==> src/rtl/controller_pkg.sv <==
// -----------------------------------------------------------------------------
// controller_pkg
// Shared definitions for the pixel-filter controller slice.
//   state_e   : controller FSM states
//   MEM_*     : encodings driven on Control_MEMRW (11 is never driven)
// -----------------------------------------------------------------------------
package controller_pkg;

  // One state per phase of a pixel transaction, plus idle and completion.
  typedef enum logic [2:0] {
    IDLE   = 3'd0,
    READ   = 3'd1,
    FILTER = 3'd2,
    WRITE  = 3'd3,
    NEXT   = 3'd4,
    DONE   = 3'd5
  } state_e;

  // Memory command encodings.
  localparam logic [1:0] MEM_IDLE  = 2'b00;
  localparam logic [1:0] MEM_READ  = 2'b01;
  localparam logic [1:0] MEM_WRITE = 2'b10;

endpackage

==> src/rtl/controller_pixel_counter.sv <==
// -----------------------------------------------------------------------------
// controller_pixel_counter
// Pixel index register for the controller. Cleared while the controller is
// idle, advanced once per completed pixel, and flags the final pixel.
//
// Ports
//   clk_i    : clock, rising edge active
//   rst_ni   : asynchronous active-low reset, clears the index
//   clear_i  : synchronous clear (takes priority over increment)
//   incr_i   : advance the index by one
//   idx_o    : current pixel index
//   last_o   : high when idx_o addresses the final pixel (NUM_PIXELS-1)
// -----------------------------------------------------------------------------
module controller_pixel_counter #(
  parameter int NUM_PIXELS = 16,
  parameter int IDX_W      = $clog2(NUM_PIXELS + 1)
) (
  input  logic             clk_i,
  input  logic             rst_ni,
  input  logic             clear_i,
  input  logic             incr_i,
  output logic [IDX_W-1:0] idx_o,
  output logic             last_o
);

  logic [IDX_W-1:0] idx_q;
  logic [IDX_W-1:0] idx_d;

  // The terminal-count flag comes straight off the register so the
  // controller's decision in NEXT depends only on registered state.
  assign last_o = (idx_q == IDX_W'(NUM_PIXELS - 1));
  assign idx_o  = idx_q;

  // Clear wins over increment; increment is suppressed on the last pixel
  // so the index can never run past the end of the run.
  always_comb begin
    idx_d = idx_q;
    if (clear_i) begin
      idx_d = '0;
    end else if (incr_i && !last_o) begin
      idx_d = idx_q + IDX_W'(1);
    end
  end

  // Index register.
  always_ff @(posedge clk_i or negedge rst_ni) begin
    if (!rst_ni) begin
      idx_q <= '0;
    end else begin
      idx_q <= idx_d;
    end
  end

endmodule

==> src/rtl/controller.sv <==
// -----------------------------------------------------------------------------
// controller
// Sequences a run of NUM_PIXELS pixels through an external filter: for each
// pixel it reads the source word, enables the filter and waits for its
// result, then writes the captured result to the destination area.
//
// Parameters
//   DATA_WIDTH : filter result / pixel width
//   BUS_WIDTH  : memory address width
//   NUM_PIXELS : pixels per run (>= 1)
//   SRC_BASE   : address of the first source pixel
//   DST_BASE   : address of the first result
//
// Ports
//   Control_CLK     in  : clock, rising edge active
//   Control_RST     in  : asynchronous active-low reset
//   Control_STRT    in  : start request, only honoured while idle
//   Control_FDNE    in  : filter done, qualifies Control_FDATA while filtering
//   Control_FDATA   in  : filter result
//   Control_FEN     out : filter enable
//   Control_MEMRW   out : memory command (00 idle, 01 read, 10 write)
//   Control_MEMADDR out : address for the current memory command
//   Control_DNE     out : one-cycle pulse when a run completes
//   Control_WDATA   out : captured filter result, the data for the write
// -----------------------------------------------------------------------------
module controller
  import controller_pkg::*;
#(
  parameter int                   DATA_WIDTH = 24,
  parameter int                   BUS_WIDTH  = 32,
  parameter int                   NUM_PIXELS = 16,
  parameter logic [BUS_WIDTH-1:0] SRC_BASE   = BUS_WIDTH'(32'h0000_0000),
  parameter logic [BUS_WIDTH-1:0] DST_BASE   = BUS_WIDTH'(32'h0000_1000)
) (
  input  logic                  Control_CLK,
  input  logic                  Control_RST,
  input  logic                  Control_STRT,
  input  logic                  Control_FDNE,
  input  logic [DATA_WIDTH-1:0] Control_FDATA,
  output logic                  Control_FEN,
  output logic [1:0]            Control_MEMRW,
  output logic [BUS_WIDTH-1:0]  Control_MEMADDR,
  output logic                  Control_DNE,
  output logic [DATA_WIDTH-1:0] Control_WDATA
);

  localparam int IDX_W = $clog2(NUM_PIXELS + 1);

  state_e                  state_q;
  state_e                  state_d;
  logic [DATA_WIDTH-1:0]   result_q;
  logic [DATA_WIDTH-1:0]   result_d;

  logic [IDX_W-1:0]        idx;
  logic                    idx_last;
  logic                    idx_clear;
  logic                    idx_incr;

  logic [BUS_WIDTH-1:0]    src_addr;
  logic [BUS_WIDTH-1:0]    dst_addr;

  // Addresses wrap modulo 2^BUS_WIDTH; overflow is deliberately silent.
  assign src_addr = SRC_BASE + BUS_WIDTH'(idx);
  assign dst_addr = DST_BASE + BUS_WIDTH'(idx);

  controller_pixel_counter #(
    .NUM_PIXELS (NUM_PIXELS),
    .IDX_W      (IDX_W)
  ) u_pixel_counter (
    .clk_i   (Control_CLK),
    .rst_ni  (Control_RST),
    .clear_i (idx_clear),
    .incr_i  (idx_incr),
    .idx_o   (idx),
    .last_o  (idx_last)
  );

  // Next-state and output decode. Outputs depend only on state_q and the
  // registered index, so no input ever reaches an output combinationally.
  // Start and filter-done are only looked at in the states that care about
  // them, which is what makes stray pulses elsewhere harmless.
  always_comb begin
    state_d         = state_q;
    result_d        = result_q;
    idx_clear       = 1'b0;
    idx_incr        = 1'b0;
    Control_FEN     = 1'b0;
    Control_MEMRW   = MEM_IDLE;
    Control_MEMADDR = '0;
    Control_DNE     = 1'b0;

    unique case (state_q)
      IDLE: begin
        idx_clear = 1'b1;
        if (Control_STRT) begin
          state_d = READ;
        end
      end

      READ: begin
        Control_MEMRW   = MEM_READ;
        Control_MEMADDR = src_addr;
        state_d         = FILTER;
      end

      // The read address is held so the source word stays addressed while
      // the filter works; there is no timeout on the wait.
      FILTER: begin
        Control_FEN     = 1'b1;
        Control_MEMADDR = src_addr;
        if (Control_FDNE) begin
          result_d = Control_FDATA;
          state_d  = WRITE;
        end
      end

      WRITE: begin
        Control_MEMRW   = MEM_WRITE;
        Control_MEMADDR = dst_addr;
        state_d         = NEXT;
      end

      NEXT: begin
        if (idx_last) begin
          state_d = DONE;
        end else begin
          idx_incr = 1'b1;
          state_d  = READ;
        end
      end

      DONE: begin
        Control_DNE = 1'b1;
        state_d     = IDLE;
      end

      default: begin
        state_d = IDLE;
      end
    endcase
  end

  // State and result registers. Reset abandons any run in progress and
  // clears the captured result.
  always_ff @(posedge Control_CLK or negedge Control_RST) begin
    if (!Control_RST) begin
      state_q  <= IDLE;
      result_q <= '0;
    end else begin
      state_q  <= state_d;
      result_q <= result_d;
    end
  end

  assign Control_WDATA = result_q;

endmodule

==> config.mk <==
export PLATFORM = sky130hd
export DESIGN_NAME = controller
export DESIGN_NICKNAME = d
export VERILOG_FILES = /design/src/rtl/controller_pkg.sv /design/src/rtl/controller_pixel_counter.sv /design/src/rtl/controller.sv
export SDC_FILE = /design/constraint.sdc
export NUM_CORES = 1
export LEC_CHECK = 0
export BUFFER_PORTS_ARGS = -buffer_cell sky130_fd_sc_hd__buf_4
export CAP_MARGIN = 20
export CORE_MARGIN = 3
export CORE_UTILIZATION = 45
export DETAILED_ROUTE_END_ITERATION = 10
export GPL_ROUTABILITY_DRIVEN = 0
export PLACE_DENSITY_LB_ADDON = 0.15
export SKIP_LAST_GASP = 1
export SYNTH_ARGS = -nofsm -noshare
export SYNTH_HDL_FRONTEND = slang
export SYNTH_SLANG_ARGS = --single-unit
==> constraint.sdc <==
create_clock -name Control_CLK -period 2.8 [get_ports Control_CLK]
set_clock_uncertainty 0.15 [all_clocks]
set_input_delay 0.14 -clock Control_CLK [delete_from_list [all_inputs] [get_ports Control_CLK]]
set_output_delay 0.14 -clock Control_CLK [all_outputs]
set_load 0.01 [all_outputs]
* Word-level counts from Yosys, hierarchy flattened *
Index checks and enable logic that the tools add are counted.

storage, ports and cells
  flip-flop bits (word level) = 32
  bits of input ports = 28
  output and inout bits = 60
  logic and storage cells = 33

cells by class
  add/subtract/negate cells = 2
  eq/ne operators = 8
  muxes and demuxes = 13
  reductions and logical operators = 7

operator list
  operator                                                                count
  14-bit case mux with 2 select lines                                     1
  3-bit case mux with 5 select lines                                      1
  13-bit by 5-bit adder with 14-bit output (first input constant)         1
  5-bit 2-to-1 mux                                                        2
  3-bit 2-to-1 mux                                                        3
  3-bit by 2-bit equality test with 1-bit output (second input constant)  2
  3-bit equality test (second input constant)                             2
  5-bit by 1-bit adder with 5-bit output (second input constant)          1
  5-bit by 4-bit equality test with 1-bit output (second input constant)  1
  1-bit 2-to-1 mux                                                        5
  2-bit != test (second input constant)                                   2
  2-bit case mux with 2 select lines                                      1
  2-bit AND reduction                                                     2
  3-bit by 1-bit equality test with 1-bit output (second input constant)  1
  3-bit logical NOT                                                       1
  2-bit nonzero test                                                      1
  2-bit OR reduction                                                      1
  1-bit logical AND                                                       1
  1-bit logical NOT                                                       1

* Logic depth before layout (Yosys ltp) *
  depth in word-level cells = 6
  gate-level depth with buffers = 6
  gate-level depth less buffers = 6

* By module *
A second synthesis with hierarchy kept.

second synthesis, totals
  cells, all modules = 128
  area total of the unflattened synthesis = 1689.1 sq um

modules (own cells, without submodules)
  module                    times used  cells each  area an instance (sq um)  sequential area each (sq um)
  controller                1           105         1428.9                    675.6
  controller_pixel_counter  1           23          260.2                     125.1

* Worst setup path after synthesis *
Ideal clock, no wire load.

  path kind = flip-flop to flip-flop
  start = register u_pixel_counter.idx_q[0] (netlist: u_pixel_counter.idx_o[0])
  end = register u_pixel_counter.idx_q[3] (netlist: u_pixel_counter.idx_o[3])
  setup time = 0.069 ns
  data arrival time = 1.709 ns
  data required time = 2.581 ns
  path slack = 0.872 ns
  stages on the path, launching flop included = 7
  path buffers = 0
  period minus slack after synthesis = 1.928 ns
  cell sequence = dfrtp_1 ha_1 and3_1 ha_1 nand4b_1 or4b_1 nand3_1

on the way
  cells in the longest elaborated chain, start to end = 5
  elaborated cells on any way between the ends = 9
  those cells by class = add/sub (1); eq/ne (1); mux (4); reduce/logical (3)

RTL lines
  item                                                                                            line                            RTL
  start: declaration                                                                              controller_pixel_counter.sv:26  logic [IDX_W-1:0] idx_q;
  start signal: assignment                                                                        controller_pixel_counter.sv:50  idx_q <= idx_d;
  parallel branches: the longest is 5 deep, another holds 5-bit by 1-bit adder with 5-bit output  n/a

Several ways; the timed one is not identified. The select of a mux whose other input is x is not followed.
A chain may end at the register's enable or synchronous reset.

* Final worst setup path *
Same ends and word-level chain as after synthesis.

==> results.md <==
- Status: complete, no violations
- WL final: 3624 µm
- Clock group share of total power: 16.7%
- Row cnt: 20
- Sequential share of the synthesized area: 50.51%
- Initial Utilization: 49.49%
- Layout area overhead: 46.17%
- Fmax: 0.4781 GHz
- Power share of the combinational group: 45.4%
- Vias in the first global route: 1316
- Worst reg2reg path depth: 6
- First-pass GRT wire length: 5968 µm
- Gr ovfl total: 0
- Cell family with most CP delay: simple AND/OR/NAND/NOR gates
- TritonCTS clock tree: done
- Worst-Skew Late Latency: 0.34 ns
- Pre-CTS WS: between 0.7 and 0.8 ns
- Reg power frac: a little under two fifths
- WL per Instance: 13.57 µm
- Finished Core Util: 72.34%
- Pwr dens: between 900 and 1000 mW/mm²
- Die area: ~0.0043 mm²
- Drt pass-1 iters: 6
- Diode count: 0
- Tcrit/Tclk final: 74.71%
- Netlist cell types: 28
- Die W: 65.36 µm
- Synth warn: 0
- Internal cell power: 1.409 mW
- Setup CP Type: reg2reg
- Via-per-instance ratio: 4.610
- Worst path slowest cell: or4b_1
- Worst Hold Class: in2async
- Total number of vias: 1231
- Worst Path Arrival: 2.23 ns
- Port buffer count: 61
- Relative max-transition margin: between 50% and 60%
- Hold Violations, Final: 0
- Core ar.: 0.003203 mm²
- Initial antenna violation count: 0
- Critical path data required time: 2.93 ns
- Post-detail-place hpwl: 2258 µm
- Filler cells: 228
- Die height: 65.36 µm
- Mean Syn Cell Area: around 12 µm²
- Dpl cells: 232
- CP Max Fanout: 5
- Final instance area: approximately 0.0023 mm²
- Hold slack: 0.1104 ns
- Mapped Cells: 132
- Bufs on Longest Clock Path: 2
- Share of post-route cells with drive strength above 1: 43.50%
- Stages on worst setup path: 6
- Post-route ant nets: 0
- All-Layer GR Usage: 18.76%
- Final std cells w/o fill: 267
- CP max stage delay: 0.48 ns
- # clock sinks: 32
- Setup TNS: 0 ns
- DR iter-0 viols: 21
- Tot Pwr: about 2.1 mW
- Slew @ Worst Pin: 0.6505 ns
- Net Switching: ~720 µW
- Setup crit end kind: flip-flop
- Final Slew Violations: 0
- Crit path cell chain: ha_1 > and3_1 > ha_1 > nand4b_1 > or4b_1 > nand3_1
- Final Critical Period: 2.092 ns
- Number of max-cap violations: 0
- Peak supply drop: 0.0005773 V
- H-tree depth: 2
- Final WS setup: 0.7082 ns
- Switching portion of total power: 33.73%
- TritonCTS Buffers: 5
- Placed cell areas: 0.001967 mm²
- Postcts setup bufs: 0
- Post-synthesis cell area: between 0.0015 and 0.002 mm²
- # DRC: 0
- I/O pin total: 88
- Cell mode on critical path: ha_1
- Clk slew on worst S/H paths: 0.11 ns
- Crit start category: flip-flop
- Leakage power: around 1.2 nW
- WP buf/inv: 0
- Final setup violation count: 0
- Synth Register Bits: 32
- RSZ-0062 raised after global routing: false
- # nets final: between 200 and 300
- Pin count of the biggest net entering global routing: 33
- Root buffer cell: clkbuf_4
## worst paths after layout
check                                         start                       end  slack (ns)
max                        u_pixel_counter.idx_o[0]  u_pixel_counter.idx_o[3]        0.71
min                                     Control_RST  u_pixel_counter.idx_o[3]        0.11
max reg2reg                u_pixel_counter.idx_o[0]  u_pixel_counter.idx_o[3]        0.71
min reg2reg                        Control_WDATA[4]          Control_WDATA[4]        0.37
max in group asynchronous               Control_RST          Control_WDATA[2]        2.09
min in group Control_CLK               Control_FDNE          Control_WDATA[3]        0.31
## power groups by stage
stage / Sequential, mW / Clock (mW) / Combinational [mW]
after floorplan: 0.873 / 0 / 0.465
after global placement: 0.800 / 0 / 0.907
after detailed placement: 0.810 / 0 / 0.929
after CTS: 0.803 / 0.363 / 0.970
after global routing: 0.840 / 0.393 / 1.05
final: 0.807 / 0.354 / 0.965
## Yosys cell counts
master    instances  area [µm²]
nand4b_1          2       17.52
nand3_1           5       25.02
nor3b_1           1       7.510
a211oi_1          1       7.510
conb_1            1       3.750
dfrtp_1          32       800.8
mux2_2           24       270.3
nand3b_1          1       7.510
inv_1             1       3.750
or4b_1            1       10.01
nand2_1           5       18.77
nor2_4            1       11.26
nand2b_1          3       18.77
ha_1              2       25.02
nor3_1            3       15.01
nor2_1            3       11.26
and3b_1           2       17.52
buf_6             1       11.26
and2_1            5       31.28
or2_4             1       8.760
o21ai_0           2       10.01
clkbuf_1          1       3.750
a31oi_1           1       6.260
or2_2             1       6.260
buf_4            29       217.7
a21o_1            1       7.510
and3_1            1       6.260
a21oi_1           1       5.000
## worst register-to-register path: stages (launching register included)
cell and delay (ns):
dfrtp_1 0.44, ha_1 0.24, and3_1 0.19, ha_1 0.23, nand4b_1 0.21, or4b_1 0.48
nand3_1 0.09
## flip-flops by register name, summed over array words and instances, names as in the netlist
signal	flops
u_pixel_counter.idx_o	5
state_q	3
Control_WDATA	24
## cells in the final DEF (no fill, tap or decap), types with 2 or more instances in the layout
master and n:
nor3_1 3, nand3_1 5, clkbuf_4 5, nor2_1 3, dfrtp_1 32, conb_1 26
mux2_2 24, and3b_1 2, nand2_1 5, o21ai_0 2, nand2b_1 3, nand4b_1 2
and2_1 5, ha_1 2, dlygate4sd3_1 27, buf_4 62
## cell type report
class,instances,area (µm²),share of cell area [%]
repair buffers,89,735.7,31.75
clock inverters,3,42.54,1.836
well taps,44,55.05,2.376
clock buffers,5,37.54,1.620
inverters,1,3.754,0.1620
flip-flops and latches,32,800.8,34.56
multi-input cells,93,641.9,27.70
## cells by family after synthesis
group | after synthesis | synth area share (%)
and+or+nand+nor | 35 | 13.42
buffers and inverters | 32 | 14.92
DFF | 32 | 50.51
muxes | 24 | 17.05
AOI/OAI and AO/OA | 6 | 2.289
adders and majority gates | 2 | 1.578
other | 1 | 0.2366
## repair_timing
action	in CTS	in global routing
hold endpoints to repair	57	0
hold buffers	27	0
resized for setup	0	0
## per-layer routing
metal | share of wire (%) | GRT usage [%] | up-vias
li1 | - | - | 578
met2 | 54 | 34.77 | 65
met4 | 1.9 | 7.254 | 0
met3 | 8.8 | 7.179 | 8
met5 | 0 | 0 | -
met1 | 35 | 18.65 | 580
Power figures use the tool's default switching activity.
